===== src/rtl/game_pkg.sv =====
// Shared game encodings: game states, sprite directions, button indices and player FSM states.
package game_pkg;

  typedef enum logic [3:0] {
    GsTitle    = 4'd0,
    GsStaff    = 4'd1,
    GsStage1   = 4'd2,
    GsSuccess1 = 4'd3,
    GsStage2   = 4'd4,
    GsSuccess2 = 4'd5,
    GsStage3   = 4'd6,
    GsSuccess3 = 4'd7,
    GsFail     = 4'd8
  } game_state_e;

  localparam logic [1:0] DIR_DOWN  = 2'd0;
  localparam logic [1:0] DIR_UP    = 2'd1;
  localparam logic [1:0] DIR_LEFT  = 2'd2;
  localparam logic [1:0] DIR_RIGHT = 2'd3;

  localparam int unsigned BTN_UP    = 0;
  localparam int unsigned BTN_DOWN  = 1;
  localparam int unsigned BTN_LEFT  = 2;
  localparam int unsigned BTN_RIGHT = 3;

  localparam int unsigned SPRITE_W = 10;
  localparam int unsigned SCREEN_W = 320;
  localparam int unsigned SCREEN_H = 240;

  typedef enum logic [1:0] {
    StHold,
    StSpawn,
    StIdle,
    StWalk
  } player_fsm_e;

  function automatic logic is_stage(input logic [3:0] s);
    return (s == GsStage1) || (s == GsStage2) || (s == GsStage3);
  endfunction

endpackage


===== src/rtl/tick_gen.sv =====
// Free-running 0..DIV-1 divider that pulses tick_o for one cycle at DIV-1; clr_i restarts it.
module tick_gen #(
  parameter int unsigned DIV = 1000
) (
  input  logic clk,
  input  logic rst_n,
  input  logic clr_i,
  output logic tick_o
);

  localparam int unsigned CntW = (DIV > 1) ? $clog2(DIV) : 1;
  localparam logic [CntW-1:0] CntMax = CntW'(DIV - 1);

  logic [CntW-1:0] cnt_q, cnt_d;

  assign tick_o = (cnt_q == CntMax) && !clr_i;

  always_comb begin
    cnt_d = cnt_q + 1'b1;
    if (clr_i || (cnt_q == CntMax)) begin
      cnt_d = '0;
    end
  end

  always_ff @(posedge clk or negedge rst_n) begin
    if (!rst_n) begin
      cnt_q <= '0;
    end else begin
      cnt_q <= cnt_d;
    end
  end

endmodule


===== src/rtl/player_ctrl.sv =====
// Player sprite position/animation and title-menu cursor controller.
// Define PLAYER_DIAG_EN to allow one vertical plus one horizontal step per move tick.
module player_ctrl
  import game_pkg::*;
#(
  parameter int unsigned MOVE_DIV = 1_000_000,
  parameter int unsigned ANIM_DIV = 10_000_000,
  parameter int unsigned X_MAX    = SCREEN_W - SPRITE_W,
  parameter int unsigned Y_MAX    = SCREEN_H - SPRITE_W,
  parameter int unsigned START_X  = 20,
  parameter int unsigned START_Y  = 20
) (
  input  logic       clk,
  input  logic       rst_n,
  input  logic [3:0] state,
  input  logic [3:0] btn,
  input  logic [3:0] blocked,
  output logic [8:0] player_x,
  output logic [8:0] player_y,
  output logic [3:0] player_state,
  output logic [3:0] play_valid
);

  localparam logic [8:0] XMax   = 9'(X_MAX);
  localparam logic [8:0] YMax   = 9'(Y_MAX);
  localparam logic [8:0] StartX = 9'(START_X);
  localparam logic [8:0] StartY = 9'(START_Y);

  player_fsm_e fsm_q, fsm_d;
  logic [8:0]  x_q, x_d, y_q, y_d;
  logic [1:0]  dir_q, dir_d, frame_q, frame_d;
  logic [3:0]  cursor_q, cursor_d;
  logic [3:0]  state_q;
  logic [1:0]  btn_q;
  logic        move_tick, anim_tick, state_chg, in_stage;
  logic        up_ok, dn_ok, lt_ok, rt_ok, up_edge, dn_edge;
  logic [1:0]  walk_dir;
  logic [8:0]  x_step, y_step;

  assign state_chg = (state != state_q);
  assign in_stage  = is_stage(state);

  tick_gen #(.DIV(MOVE_DIV)) u_move_tick (
    .clk    (clk),
    .rst_n  (rst_n),
    .clr_i  (state_chg),
    .tick_o (move_tick)
  );

  tick_gen #(.DIV(ANIM_DIV)) u_anim_tick (
    .clk    (clk),
    .rst_n  (rst_n),
    .clr_i  (1'b0),
    .tick_o (anim_tick)
  );

  assign up_ok = !blocked[BTN_UP] && (y_q != 9'd0);
  assign dn_ok = !blocked[BTN_DOWN] && (y_q < YMax);
  assign lt_ok = !blocked[BTN_LEFT] && (x_q != 9'd0);
  assign rt_ok = !blocked[BTN_RIGHT] && (x_q < XMax);

  // Candidate direction and position for a move tick in WALK.
  always_comb begin
    walk_dir = DIR_DOWN;
    x_step   = x_q;
    y_step   = y_q;
`ifdef PLAYER_DIAG_EN
    if (btn[BTN_UP]) begin
      walk_dir = DIR_UP;
      if (up_ok) y_step = y_q - 9'd1;
    end else if (btn[BTN_DOWN]) begin
      walk_dir = DIR_DOWN;
      if (dn_ok) y_step = y_q + 9'd1;
    end
    if (btn[BTN_LEFT]) begin
      if (!btn[BTN_UP] && !btn[BTN_DOWN]) walk_dir = DIR_LEFT;
      if (lt_ok) x_step = x_q - 9'd1;
    end else if (btn[BTN_RIGHT]) begin
      if (!btn[BTN_UP] && !btn[BTN_DOWN]) walk_dir = DIR_RIGHT;
      if (rt_ok) x_step = x_q + 9'd1;
    end
`else
    if (btn[BTN_UP]) begin
      walk_dir = DIR_UP;
      if (up_ok) y_step = y_q - 9'd1;
    end else if (btn[BTN_DOWN]) begin
      walk_dir = DIR_DOWN;
      if (dn_ok) y_step = y_q + 9'd1;
    end else if (btn[BTN_LEFT]) begin
      walk_dir = DIR_LEFT;
      if (lt_ok) x_step = x_q - 9'd1;
    end else if (btn[BTN_RIGHT]) begin
      walk_dir = DIR_RIGHT;
      if (rt_ok) x_step = x_q + 9'd1;
    end
`endif
  end

  assign up_edge = btn[BTN_UP] && !btn_q[BTN_UP];
  assign dn_edge = btn[BTN_DOWN] && !btn_q[BTN_DOWN];

  always_comb begin
    fsm_d    = fsm_q;
    x_d      = x_q;
    y_d      = y_q;
    dir_d    = dir_q;
    frame_d  = frame_q;
    cursor_d = cursor_q;

    unique case (fsm_q)
      StHold: begin
        if (anim_tick) frame_d = frame_q + 2'd1;
        if (in_stage) fsm_d = StSpawn;
      end
      StSpawn: begin
        x_d     = StartX;
        y_d     = StartY;
        dir_d   = DIR_DOWN;
        frame_d = 2'd0;
        fsm_d   = in_stage ? StIdle : StHold;
      end
      StIdle: begin
        frame_d = 2'd0;
        if (!in_stage)       fsm_d = StHold;
        else if (state_chg)  fsm_d = StSpawn;
        else if (btn != '0)  fsm_d = StWalk;
      end
      StWalk: begin
        if (!in_stage) begin
          fsm_d = StHold;
        end else if (state_chg) begin
          fsm_d = StSpawn;
        end else if (btn == '0) begin
          fsm_d   = StIdle;
          frame_d = 2'd0;
        end else begin
          dir_d = walk_dir;
          if (move_tick) begin
            x_d = x_step;
            y_d = y_step;
          end
          if (anim_tick) frame_d = frame_q + 2'd1;
        end
      end
      default: fsm_d = StHold;
    endcase

    // Cursor rotates over bits [3:1]; opposing edges in the same cycle cancel.
    if (state == GsTitle) begin
      if (up_edge && !dn_edge) begin
        cursor_d = {cursor_q[1], cursor_q[3], cursor_q[2], 1'b0};
      end else if (dn_edge && !up_edge) begin
        cursor_d = {cursor_q[2], cursor_q[1], cursor_q[3], 1'b0};
      end
    end
  end

  always_ff @(posedge clk or negedge rst_n) begin
    if (!rst_n) begin
      fsm_q    <= StHold;
      x_q      <= StartX;
      y_q      <= StartY;
      dir_q    <= DIR_DOWN;
      frame_q  <= 2'd0;
      cursor_q <= 4'b0010;
      state_q  <= 4'd0;
      btn_q    <= 2'b00;
    end else begin
      fsm_q    <= fsm_d;
      x_q      <= x_d;
      y_q      <= y_d;
      dir_q    <= dir_d;
      frame_q  <= frame_d;
      cursor_q <= cursor_d;
      state_q  <= state;
      btn_q    <= btn[1:0];
    end
  end

  assign player_x     = x_q;
  assign player_y     = y_q;
  assign player_state = {dir_q, frame_q};
  assign play_valid   = cursor_q;

endmodule


===== config.mk =====
export PLATFORM = sky130hd
export DESIGN_NAME = player_ctrl
export DESIGN_NICKNAME = d
export VERILOG_FILES = /design/src/rtl/game_pkg.sv /design/src/rtl/tick_gen.sv /design/src/rtl/player_ctrl.sv
export SDC_FILE = /design/constraint.sdc
export NUM_CORES = 1
export LEC_CHECK = 0
export CAP_MARGIN = 20
export CORE_ASPECT_RATIO = 1.2
export CORE_MARGIN = 2
export CORE_UTILIZATION = 35
export CTS_BUF_LIST = sky130_fd_sc_hd__clkbuf_16
export DETAILED_ROUTE_END_ITERATION = 6
export PLACE_DENSITY = 0.59
export SLEW_MARGIN = 25
export SYNTH_ARGS = -nofsm -noshare
export SYNTH_HDL_FRONTEND = slang
export SYNTH_SLANG_ARGS = --single-unit

===== constraint.sdc =====
create_clock -name clk -period 3.4 [get_ports clk]
set_input_delay 1.02 -clock clk [delete_from_list [all_inputs] [get_ports clk]]
set_output_delay 1.02 -clock clk [all_outputs]
set_load 0.01 [all_outputs]

**After elaboration in Yosys (flattened, before gate mapping)**

Cells that the tools add are included.

- Add/sub/neg operators: 7
- $mul: 0
- Divide/modulo/power cells: 0
- Magnitude comparators: 2
- Equality and inequality tests: 24
- Shift-type cells: 0
- Muxes and demuxes: 46
- Bitwise gates (word level): 0
- Reductions and logical operators: 36

Operators by type and width:

| kind | number |
|---|---|
| 9-bit two-way mux | 18 |
| 2-bit two-way mux | 19 |
| 9-bit case mux with 2 select lines | 2 |
| 24-bit by 1-bit adder with 24-bit output (second input constant) | 1 |
| 24-bit equality test (second input constant) | 1 |
| 24-bit two-way mux | 1 |
| 20-bit by 1-bit adder with 20-bit output (second input constant) | 1 |
| 20-bit equality test (second input constant) | 1 |
| 20-bit two-way mux | 1 |
| 9-bit by 1-bit adder with 9-bit output (second input constant) | 2 |
| 3-bit != test (second input constant) | 6 |
| 9-bit nonzero test | 2 |
| 9-bit by 1-bit subtractor with 9-bit output (second input constant) | 2 |
| 2-bit != test (second input constant) | 7 |
| 10-bit AND reduction | 1 |
| 1-bit logical AND | 9 |
| 1-bit logical NOT | 9 |
| 9-bit by 8-bit < comparator with 1-bit output (second input constant) | 1 |
| 9-bit < comparator (second input constant) | 1 |
| 4-bit by 3-bit equality test with 1-bit output (second input constant) | 2 |
| 4-bit logical NOT | 2 |
| 4-bit two-way mux | 2 |
| 4-bit by 3-bit != test with 1-bit output (second input constant) | 2 |
| 2-bit case mux with 4 select lines | 1 |
| 16 further kinds | 21 |

- Register bits: 78
- Latch bits: 0
- RAM bits: 0
- Memory bits (read-only): 0
- Output and inout port bits: 26
- Logic and storage cells: 125
- Memories kept: 0

**Logic depth before layout (Yosys ltp)**

- Depth in word-level cells: 12
- Depth in mapped cells: 7
- Depth with buffers taken out: 7

**By module**

A second synthesis with hierarchy kept.

- Cells, all modules: 467
- Area total of the unflattened synthesis: 4576.9 um^2

By module, submodules not included:

| module | instances | cells each | area an instance (um^2) |
|---|---|---|---|
| player_ctrl | 1 | 232 | 2282.2 |
| tick_gen at u_anim_tick | 1 | 134 | 1257.5 |
| tick_gen at u_move_tick | 1 | 101 | 1037.2 |

**Worst setup path after synthesis**

No wires, ideal clock.

- Kind: in2reg
- From: input port btn[0]
- To: register y_q[8] (netlist: player_y[8])
- Library setup time: 0.124 ns
- Data arrival time: 2.881 ns
- Setup slack: 0.395 ns
- Cell stages on the path: 7
- Path buffers: 0
- Cells stage by stage: fa_1 a21o_1 a2111oi_0 a21oi_1 xnor2_1 nor4b_1 a211o_1

- Longest elaborated chain between the ends: 6

Ends and longest elaborated chain:

| what | line | RTL |
|---|---|---|
| start: declaration | player_ctrl.sv:16 | `input logic [3:0] btn,` |
| 9-bit two-way mux | player_ctrl.sv:83 | `if (btn[BTN_UP]) begin` |
| 9-bit two-way mux | player_ctrl.sv:138 | `if (move_tick) begin` |
| 9-bit two-way mux | player_ctrl.sv:133 | `end else if (btn == '0) begin` |
| 9-bit two-way mux | player_ctrl.sv:131 | `end else if (state_chg) begin` |
| 9-bit two-way mux | player_ctrl.sv:129 | `if (!in_stage) begin` |
| 9-bit case mux with 2 select lines | player_ctrl.sv:110 | `unique case (fsm_q)` |
| end signal: assignment | player_ctrl.sv:162 | `y_q <= StartY;` |
| end signal: assignment | player_ctrl.sv:171 | `y_q <= y_d;` |
| end: declaration | player_ctrl.sv:30 | `logic [8:0] x_q, x_d, y_q, y_d;` |

Several ways; a longest one is shown, not always the timed one. The select of a mux whose other input is x is not followed.
A chain may end at the register's enable or synchronous reset.

**Final worst setup path**

Ends and elaborated chain as after synthesis.

==> impl_metrics.toml <==
[sta]
fmax_mhz = 315
maxSlewHeadroom_pct = 52.7
fin_crit_sh_pct = 93.4
hold_viol = 0
slew_violations = 0
rsz0062_at_grt = "false"
worst_slew_pin_slew_ns = 0.709
finalClockSkew_ns = 0.00745
setup_viol = 0
period_minus_slack_ns = 3.17

[synth]
async_reset_ff_share_pct = 100
synth_edf_count = 0
synth.distinct_cells = 54
synth_flop_cell = "dfrtp_1"
synth_nets = 461
syn_inst = 428
ys_seq_area_share_pct = 45.5
synth_area_per_cell_sq_um = 9.92
synth-seq-cells = 77
syn_area_sq_um = 4250
yosys_warnings = 0

[critical_path]
crit_path_start = "btn[0]"
path_delay_family = "buffers and inverters"
crit_chain = "clkdlybuf4s50_1 -> buf_4 -> ha_1 -> and3_1 -> a2111oi_0 -> buf_4 -> a21oi_1 -> xnor2_1 -> nor4b_1 -> a211o_1"
crit_type = "in -> reg"
required_ns = 3.62
critical_path_buf_inv_count = 3
r2r_slack_ns = 0.47
max_stage_delay_ns = 0.47
cp.depth = 10
slowest_stage = "clkdlybuf4s50_1"
start_kind = "input pin"
reg2reg_depth = 6
r2r_start = "u_move_tick.cnt_q[15]$_DFF_PN0_"
critPathArrivalTime_ns = 3.39
r2r-end = "player_x[7]$_DFFE_PN0P_"
cp-endpoint = "player_y[8]$_DFFE_PN0P_"
cp-end-kind = "register"
crit_fanout = 5
cpMostUsedCell = "buf_4"

[global_route]
track_usage_pct = 15.3
first_global_vias = 3340
grt_antenna_before_repair = 0
grt_first_pass_wirelength_microns = 16200
grt_max_degree = 78
overflow = 0

[place]
hpwlAfterDp_microns = 6850
dpl.cell_count = 648
routabilityCongestion = 0.810
placed_area_sq_um = 5000
port_buffers = 38

[pwr]
powerDensity_nw_per_um2 = 396
intPower_mw = 1.57
clkPwrFrac_pct = 40.4
power_leakage_nw = 2.22
seq_power_share_pct = 46.9
p_comb_share_pct = 12.7
switching_share_pct = 24.9
p_sw_mw = 0.520
ir_worst_vdd_uv = 185

[cells_and_area]
layout-area-overhead-vs-synth_pct = 24.1
fin_cells = 664
drive_above_1_share_pct = 11.9
finish.instance_area_sq_um = 5270
nets = 531
diodes = 0

[route]
drt-met1-wl_microns = 4360
routed_via_density = 4.98
dr.pass1.iters = 4
drc = 0
wl_microns = 9420
ant_nets = 0
wl_met2_microns = 4630
vias = 3306
drt_iter0_drc = 88
wl_per_cell_microns = 14.2
route.top_layer_used = "met4"
met3WireLength_microns = 224

[worst_hold_path]
hp-class = "reg -> reg"

[floorplanning]
die_area_sq_um = 13000
die_width_microns = 105
ios = 40
core_area_sq_um = 11900
die_h_microns = 125
start_util_pct = 35.5
fp-row-count = 44

[run]
maxCapViolCount = 0

[clock_network]
insertion_delay_ns = 0.34
holdBufCountCts = 0
clkSlewWorstSetupHoldPaths_ns = 0.05
cts_tree = "done"
cts_resized = 0
clock_tree.buffer_depth = 2
cts.sink_count = 77
numCtsBuffers = 9
cts_setup_buffers = 0
cts.root.buffer_cell = "clkbuf_16"
htreeDepth = 3

[run_status]
status = "completed"
==> routing by layer <==
| layer | GRT usage [%] | vias up |
|---|---|---|
| li1 | - | 1668 |
| met4 | 6.20 | 0 |
| met1 | 19.6 | 1584 |
| met2 | 25.5 | 38 |
| met3 | 2.98 | 16 |
| met5 | 0 | - |
==> cells in the mapped netlist (all sizes together) (3+ instances only) <==
cell type  instances  share of area (%)
a21o               3               0.53
and2               3               0.44
o31ai              6                1.1
dfrtp             72                 42
nor4               9                1.7
mux2               8                2.1
nor2b              4               0.59
and4               5                1.0
nand3             17                2.0
or4                3               0.53
nand4             14                2.1
mux2i              5                1.2
o21ai             16                1.9
nor4bb             3               0.71
dfstp              5                3.1
nor3               8               0.94
xnor2             27                5.6
and3               7                1.0
a21oi             16                1.9
xor2              27                5.6
ha                17                5.0
clkbuf             5               0.44
nor2              64                5.7
nand2b             4               0.59
inv                9               0.80
nand2             32                2.8
==> cell type report <==
type,count,area [sq um]
inverter,9,33.8
timing repair buffer,66,592
multi-input combinational,335,2250
tap,161,201
fill,1166,6680
sequential,77,1930
clock buffer,9,225
clock inverter,7,35.0
==> cell usage in the layout, fill, tap and decap left out, types with 8 or more instances in the layout <==
master / n
ha_1: 17
xnor2_1: 27
buf_4: 28
clkbuf_16: 9
a21oi_1: 16
o21ai_0: 16
nand2_1: 32
dfrtp_1: 72
xor2_1: 27
mux2_2: 8
clkdlybuf4s50_1: 37
nand3_1: 17
nor2_1: 64
nor3_1: 8
inv_1: 10
nand4_1: 14
==> how the worst min path moves through the flow <==
stage	slack, ns	to	startpoint	depth (start not counted)
6_report	0.48	u_anim_tick.cnt_q[0]$_DFF_PN0_	u_anim_tick.cnt_q[0]$_DFF_PN0_	1
5_1_grt	0.52	u_anim_tick.cnt_q[23]$_DFF_PN0_	u_anim_tick.cnt_q[23]$_DFF_PN0_	1
4_1_cts	0.48	u_anim_tick.cnt_q[0]$_DFF_PN0_	u_anim_tick.cnt_q[0]$_DFF_PN0_	1
3_5_place_dp	0.48	u_anim_tick.cnt_q[0]$_DFF_PN0_	u_anim_tick.cnt_q[0]$_DFF_PN0_	1
3_3_place_gp	0.47	u_anim_tick.cnt_q[23]$_DFF_PN0_	u_anim_tick.cnt_q[23]$_DFF_PN0_	1
2_1_floorplan	0.44	u_anim_tick.cnt_q[23]$_DFF_PN0_	u_anim_tick.cnt_q[23]$_DFF_PN0_	1
==> sequential cells by signal (all words and copies together) (netlist names), 3 cells and up <==
name and count:
play_valid 3, player_x 9, player_y 9, state_q 4, u_move_tick.cnt_q 20, u_anim_tick.cnt_q 24
==> logic make-up (layout without fill, tap and decap cells) <==
logic type,after synthesis,in the layout,share of synthesized area [%]
AOI/OAI and AO/OA,62,62,9.58
xor gates and xnor gates,54,54,11.1
adders and majority gates,19,19,5.95
buffers and inverters,16,91,1.68
DFF,77,77,45.5
muxes,13,13,3.30
other,1,1,0.0883
and+or+nand+nor,186,186,22.7
==> through the flow <==
| step | utilization [%] | setup WS [ns] | hold WS [ns] | total power, mW | setup TNS, ns |
|---|---|---|---|---|---|
| final | 44.1 | 0.225 | 0.483 | 2.09 | 0 |
| after global routing | 44.1 | 0.0810 | 0.520 | 2.19 | 0 |
| after CTS | 44.1 | 0.216 | 0.485 | 2.11 | 0 |
| after detailed placement | 41.9 | -0.138 | 0.477 | 1.26 | -0.138 |
| after global placement | 41.9 | -0.0766 | 0.466 | 1.25 | -0.0766 |
| after floorplan | - | 0.395 | 0.441 | 1.12 | 0 |
==> power by group through the flow <==
stage / clock network (mW) / logic [mW] / registers (mW)
after floorplan: 0 / 0.122 / 0.997
after global placement: 0 / 0.261 / 0.993
after detailed placement: 0 / 0.267 / 0.995
after CTS: 0.868 / 0.268 / 0.978
after global routing: 0.913 / 0.296 / 0.983
final: 0.843 / 0.264 / 0.978
Note: power is estimated with default switching activity, not from simulation.
